**src/rtl/mem_port_arbiter.sv**
```systemverilog
// Grants the shared instruction/data memory port to fetch or load/store; grant/stall same cycle, response registered one cycle later.
// Data wins contention until fetch has lost STARVE_MAX times in a row; the loser is stalled and must hold its request.
module mem_port_arbiter #(
   parameter int ADDR_W     = 8,
   parameter int STARVE_MAX = 4
) (
   input  logic              clk,
   input  logic              rst,
   input  logic              if_req,
   input  logic [ADDR_W-1:0] if_addr,
   output logic              if_gnt,
   output logic              if_stall,
   output logic              if_valid,
   output logic [31:0]       if_rdata,
   input  logic              d_req,
   input  logic              d_we,
   input  logic [2:0]        d_f3,
   input  logic [ADDR_W-1:0] d_addr,
   input  logic [31:0]       d_wdata,
   output logic              d_gnt,
   output logic              d_stall,
   output logic              d_valid,
   output logic [31:0]       d_rdata,
   output logic              mem_read,
   output logic              mem_write,
   output logic [2:0]        mem_f3,
   output logic [ADDR_W-1:0] mem_addr,
   output logic [31:0]       mem_wdata,
   input  logic [31:0]       mem_rdata
);

   logic [3:0] starve_cnt;
   logic       starved;

   assign starved = (starve_cnt == 4'(STARVE_MAX));

   always_comb begin
      if_gnt = 1'b0;
      d_gnt  = 1'b0;
      if (!rst) begin
         if (if_req && d_req) begin
            if (starved) if_gnt = 1'b1;
            else         d_gnt  = 1'b1;
         end else begin
            if_gnt = if_req;
            d_gnt  = d_req;
         end
      end
   end

   assign if_stall  = if_req & ~if_gnt;
   assign d_stall   = d_req & ~d_gnt;
   assign mem_wdata = d_wdata;

   always_comb begin
      mem_read  = 1'b0;
      mem_write = 1'b0;
      mem_f3    = 3'b000;
      mem_addr  = '0;
      if (if_gnt) begin
         mem_read = 1'b1;
         mem_f3   = 3'b010;
         mem_addr = if_addr;
      end else if (d_gnt) begin
         mem_read  = ~d_we;
         mem_write = d_we;
         mem_f3    = d_f3;
         mem_addr  = d_addr;
      end
   end

   always_ff @(posedge clk) begin
      if (rst) begin
         starve_cnt <= 4'd0;
         if_valid   <= 1'b0;
         d_valid    <= 1'b0;
         if_rdata   <= 32'd0;
         d_rdata    <= 32'd0;
      end else begin
         if_valid <= if_gnt;
         d_valid  <= d_gnt;
         if (if_gnt) if_rdata <= mem_rdata;
         if (d_gnt)  d_rdata  <= d_we ? 32'd0 : mem_rdata;
         // Counts consecutive data wins while fetch waits.
         if (if_gnt || !if_req)
            starve_cnt <= 4'd0;
         else if (d_gnt && !starved)
            starve_cnt <= starve_cnt + 4'd1;
      end
   end

endmodule
```
**config.mk**
```make
export PLATFORM = sky130hd
export DESIGN_NAME = mem_port_arbiter
export DESIGN_NICKNAME = d
export VERILOG_FILES = /design/src/rtl/mem_port_arbiter.sv
export SDC_FILE = /design/constraint.sdc
export NUM_CORES = 1
export LEC_CHECK = 0
export ABC_AREA = 1
export CORE_ASPECT_RATIO = 1.1
export CORE_MARGIN = 2
export CORE_UTILIZATION = 30
export DETAILED_ROUTE_END_ITERATION = 12
export PLACE_DENSITY = 0.68
export SLEW_MARGIN = 20
export SYNTH_ARGS = -nofsm -noshare
export SYNTH_HDL_FRONTEND = slang
export SYNTH_SLANG_ARGS = --single-unit
export TNS_END_PERCENT = 1
```
**constraint.sdc**
```tcl
create_clock -name clk -period 1.93 [get_ports clk]
set_input_delay 0.4825 -clock clk [delete_from_list [all_inputs] [get_ports clk]]
set_output_delay 0.4825 -clock clk [all_outputs]
set_load 0.01 [all_outputs]
```
Word-level counts from Yosys, hierarchy flattened

Index checks and enable logic that the tools add are counted.

Add/sub/neg operators: 1
Equal/unequal tests: 1
Multiplexer cells: 15
Bitwise logic cells: 5
Reductions and logical operators: 6

Operator list:

| cell                                                             | number |
|---|---|
| 32-bit two-way mux                                               | 1 |
| 8-bit two-way mux                                                | 2 |
| 1-bit two-way mux                                                | 10 |
| 3-bit two-way mux                                                | 2 |
| 4-bit by 1-bit adder with 4-bit output (second input constant)   | 1 |
| 4-bit by 3-bit == test with 1-bit output (second input constant) | 1 |
| 1-bit inverter                                                   | 3 |
| 1-bit AND                                                        | 2 |
| 1-bit logical AND                                                | 2 |
| 1-bit zero test                                                  | 2 |
| 2-bit OR reduction                                               | 1 |
| 1-bit logical OR                                                 | 1 |

Flip-flop bits (word level): 70
Output and inout port bits: 115

Depth between registers and ports, before layout

Depth in word-level cells: 6
Mapped depth: 9

Least setup slack after synthesis

No wires, ideal clock.

Path kind: in2out
From: input port rst
To: output port mem_read
Arrival time: 1.399 ns
Required time: 1.447 ns
Path slack: 0.048 ns
Stages on the path: 8
Cells stage by stage: buf_2 > inv_2 > nand2_2 > inv_2 > nand2_1 > buf_4 > buf_6 > o21ai_1

Cells in the longest elaborated chain, start to end: 3
Elaborated cells on any way between the ends: 4
Those cells by class: mux: 4

RTL lines:

| item                | RTL line | source |
|---|---|---|
| start, declared     | 8        | `input logic rst,` |
| 1-bit two-way mux   | 40       | `if (!rst) begin` |
| 1-bit two-way mux   | 64       | `end else if (d_gnt) begin` |
| 1-bit two-way mux * | 60       | `if (if_gnt) begin` |
| end, declared       | 24       | `output logic mem_read,` |

Every way passes the cells marked *; elsewhere a longest branch is shown, timed or not.

Final worst setup path

From: register starve_cnt[0]
To: output port mem_addr[2]

Cells in the longest elaborated chain, start to end: 6
Elaborated cells on any way between the ends: 9
Those cells by class: eq/ne: 1; mux: 8

RTL lines:

| item                                       | RTL line | source |
|---|---|---|
| start, declared                            | 32       | `logic [3:0] starve_cnt;` |
| start signal, assigned                     | 88       | `starve_cnt <= starve_cnt + 4'd1;` |
| 4-bit by 3-bit == test with 1-bit output * | 35       | `assign starved = (starve_cnt == 4'(STARVE_MAX));` |
| 1-bit two-way mux                          | 42       | `if (starved) if_gnt = 1'b1;` |
| 1-bit two-way mux                          | 41       | `if (if_req && d_req) begin` |
| 1-bit two-way mux                          | 40       |  |
| 8-bit two-way mux                          | 64       |  |
| 8-bit two-way mux *                        | 60       |  |
| end, declared                              | 27       | `output logic [ADDR_W-1:0] mem_addr,` |

Marks and branches as above.

==> impl_metrics.csv <==
group,metric,value,unit
logic_synthesis,synth_most_common_cell,"nand2_1",
placement,post-dp-hpwl,7390,um
setup_path,cp.arrival,1.53,ns
setup_path,worst-path-buf-inv,4,
logic_synthesis,synth_nets,545,
clocking,tritoncts,"built",
placement,io_buffers,138,
logic_synthesis,yosysTopAreaCell,"dfxtp_1",
logic_synthesis,yosys-mux-area-fraction,0,%
cells_and_area,stdcell_area,4910,sq um
timing,finClkSkew,0.00857,ns
cells_and_area,antenna_cells,0,
logic_synthesis,synthArstFlopShare,0,%
placement,place_worst_setup_slack,-0.787,ns
clocking,cts_buffers,9,
grt,grt_util_all_layers,17.2,%
logic_synthesis,yosysWarningCount,0,
setup_path,crit_path_max_incr_delay,0.32,ns
setup_path,crit_top_cell,"nand2_2",
logic_synthesis,synth_top_family_by_area,"simple AND/OR/NAND/NOR gates",
setup_path,endpoint_kind,"primary output",
power,power_leakage,0.00222,uW
routing,wl_per_cell,14.1,um
clocking,clk_latency,0.32,ns
routing,drt_wl_total,10200,um
logic_synthesis,synthTopCellsByCount,"nand2_1, dfxtp_1, nand3_1, inv_1, nor2_1",
logic_synthesis,synthDistinctLibCells,19,
logic_synthesis,syn_area,3170,sq um
power,peakVddDrop,451,uV
routing,drc,0,
die,rows,39,
logic_synthesis,synth_compound_area_share,5.53,%
placement,placed_area,4520,sq um
placement,gp_congestion,0.811,
setup_path,crit_chain,"inv_2, ha_4, nand3_4, nand2_2, nand2_4, inv_6, buf_6, nand2_2, nand2_1, buf_2",
run,cap_violations,0,
die,die_h,112,um
setup_path,cp_max_fo,6,
setup_path,criticalPathCategory,"register to primary output",
die,initial_core_util,30.6,%
logic_synthesis,synthFlopType,"dfxtp_1",
routing,drtIter0Drc,142,
logic_synthesis,synthSimpleGateAreaFrac,31.3,%
timing,drv_slew,0,
grt,grt_pass1_wl,15400,um
setup_path,critical-path-top-delay-family,"buffers and inverters",
logic_synthesis,synth-edff-count,0,
logic_synthesis,netlist_instances,455,
clocking,clockRootBuffer,"clkbuf_16",
clocking,clock_path_buffers,2,
cells_and_area,synthToLayoutAreaGrowth,54.8,%
grt,grt_overflow_total,0,
clocking,cts_sinks,70,
cells_and_area,final_nets,669,
die,pin_count,203,
cells_and_area,drive_gt1_share,15.8,%
cells_and_area,fin_util,47.4,%
timing,finalCritPeriodShare,104,%
power,powerDensity,721,nW/um^2
timing,rsz0062_at_grt,"yes",
logic_synthesis,synthAdderAreaFrac,0.790,%
routing,drtAntennaViolNets,0,
logic_synthesis,yosysSeqAreaShare,44.2,%
worst_hold_path,hold_class,"register to register",
grt,grt_max_degree,33,
status,violations,"setup timing",
timing,worst_pin_slew,0.380,ns
grt,grt_pass1_vias,3136,
logic_synthesis,ys_ff_latch,70,
setup_path,r2r_setup_slack,0.41,ns
die,die_area,11400,sq um
grt,antenna_found_initial,0,
logic_synthesis,synthTopCellsByArea,"dfxtp_1, nand2_1, nand3_1, buf_4, inv_1",
die,die_x,102,um
logic_synthesis,synth_top_area_share,44.2,%
timing,setup_viol,10,
timing,worst_slack,-0.0866,ns
clocking,clk_pin_slew,0.05,ns
setup_path,critPathLaunchType,"register",
routing,dr.pass1.iters,4,
logic_synthesis,synthXorXnorAreaFrac,0.276,%
timing,max-slew-margin-rel,74.6,%
setup_path,worst-endpoint-required,1.45,ns
timing,hold_viol,0,
routing,viasPerCell,4.47,
timing,fmax,0.496,GHz
routing,vias,3251,
logic_synthesis,syn_avg_cell_area,6.97,sq um
timing,period_needed,2.02,ns
clocking,h-tree-depth,3,
status,status,"complete, but fails checks",
setup_path,slowest_stage,"dfxtp_2",
die,core,10300,sq um
==> placed cells by master (no fill, tap or decap), drive strengths merged <==
cell type      synthesis  routed
clkbuf                13      13
dlygate4sd2            0       2
nor2                  42      42
clkdlybuf4s15          0       1
a21oi                 33      33
nand2                127     127
nand3                 67      67
clkinv                 0       4
o21ai                  2       2
ha                     2       2
dfxtp                 70      70
xnor2                  1       1
clkdlybuf4s50          0     118
nand4                  1       1
inv                   48      48
buf                   48      52
nor3                   1       1
==> metal layers <==
metal / GRT usage (%) / share of wire (%) / vias to the layer above
met1: 18.7 / 38 / 1489
met2: 30.9 / 52 / 127
li1: - / - / 1622
met4: 5.33 / 0.84 / 0
met3: 6.15 / 9.1 / 13
met5: 0 / 0 / -
==> power by group <==
group	switching [uW]	internal [uW]	total [uW]	leakage [uW]
clock network	570	865	1430	0.000130
registers	30.4	1510	1540	0.000572
logic	263	304	568	0.00152
total	863	2680	3540	0.00222
==> path summary, 6_finish.rpt <==
| check | from | end | depth (start not counted) |
|---|---|---|---|
| setup / recovery | starve_cnt[0] | mem_addr[2] | 10 |
| hold / removal | if_rdata[25] | if_rdata[25] | 2 |
| setup reg to reg | starve_cnt[0] | if_rdata[27] | 11 |
| hold reg to reg | if_rdata[25] | if_rdata[25] | 2 |
==> flip-flops by register name, summed over array words and instances, names as in the netlist <==
register	flops
d_rdata	32
d_valid	1
starve_cnt	4
if_valid	1
if_rdata	32
==> metrics by stage <==
step | total power (uW) | std cells | setup TNS (ns) | hold WS (ns)
final | 3540 | 727 | -0.609 | 0.459
after global routing | 3690 | 727 | -1.47 | 0.475
after CTS | 3580 | 725 | -0.826 | 0.461
after detailed placement | 2120 | 698 | -14.74 | 0.453
after global placement | 2110 | 698 | -12.39 | 0.448
after floorplan | 1840 | 455 | 0 | 0.430
==> cell families (layout without fill, tap and decap cells) <==
| group | Yosys count | after routing |
|---|---|---|
| AND/OR/NAND/NOR | 238 | 238 |
| buffers and inverters | 109 | 238 |
| flip-flops | 70 | 70 |
| AO/OA/AOI/OAI | 35 | 35 |
| adder cells (fa/ha/maj) | 2 | 2 |
| XOR/XNOR | 1 | 1 |
==> what timing repair did <==
item                       in CTS  in global routing
resized for setup              92                 13
pin swaps                       5                  5
setup endpoints to repair      17                 17
hold buffers                    0                  0
buffers inserted               12                  2
==> area by class of cell <==
type	count	area, sq um
fill	1045	5440
clock inverter	4	23.8
sequential	70	1400
multi-input combinational	276	1280
clock buffer	12	236
inverter	48	185
timing repair buffer	174	1600
tap	143	179
==> tightest hold or removal path, delay by kind of cell, from the launching register on <==
family           cells  cell delay [ns]
DFF                  1             0.30
and+or+nand+nor      2             0.11
(Power assumes the default switching activity.)
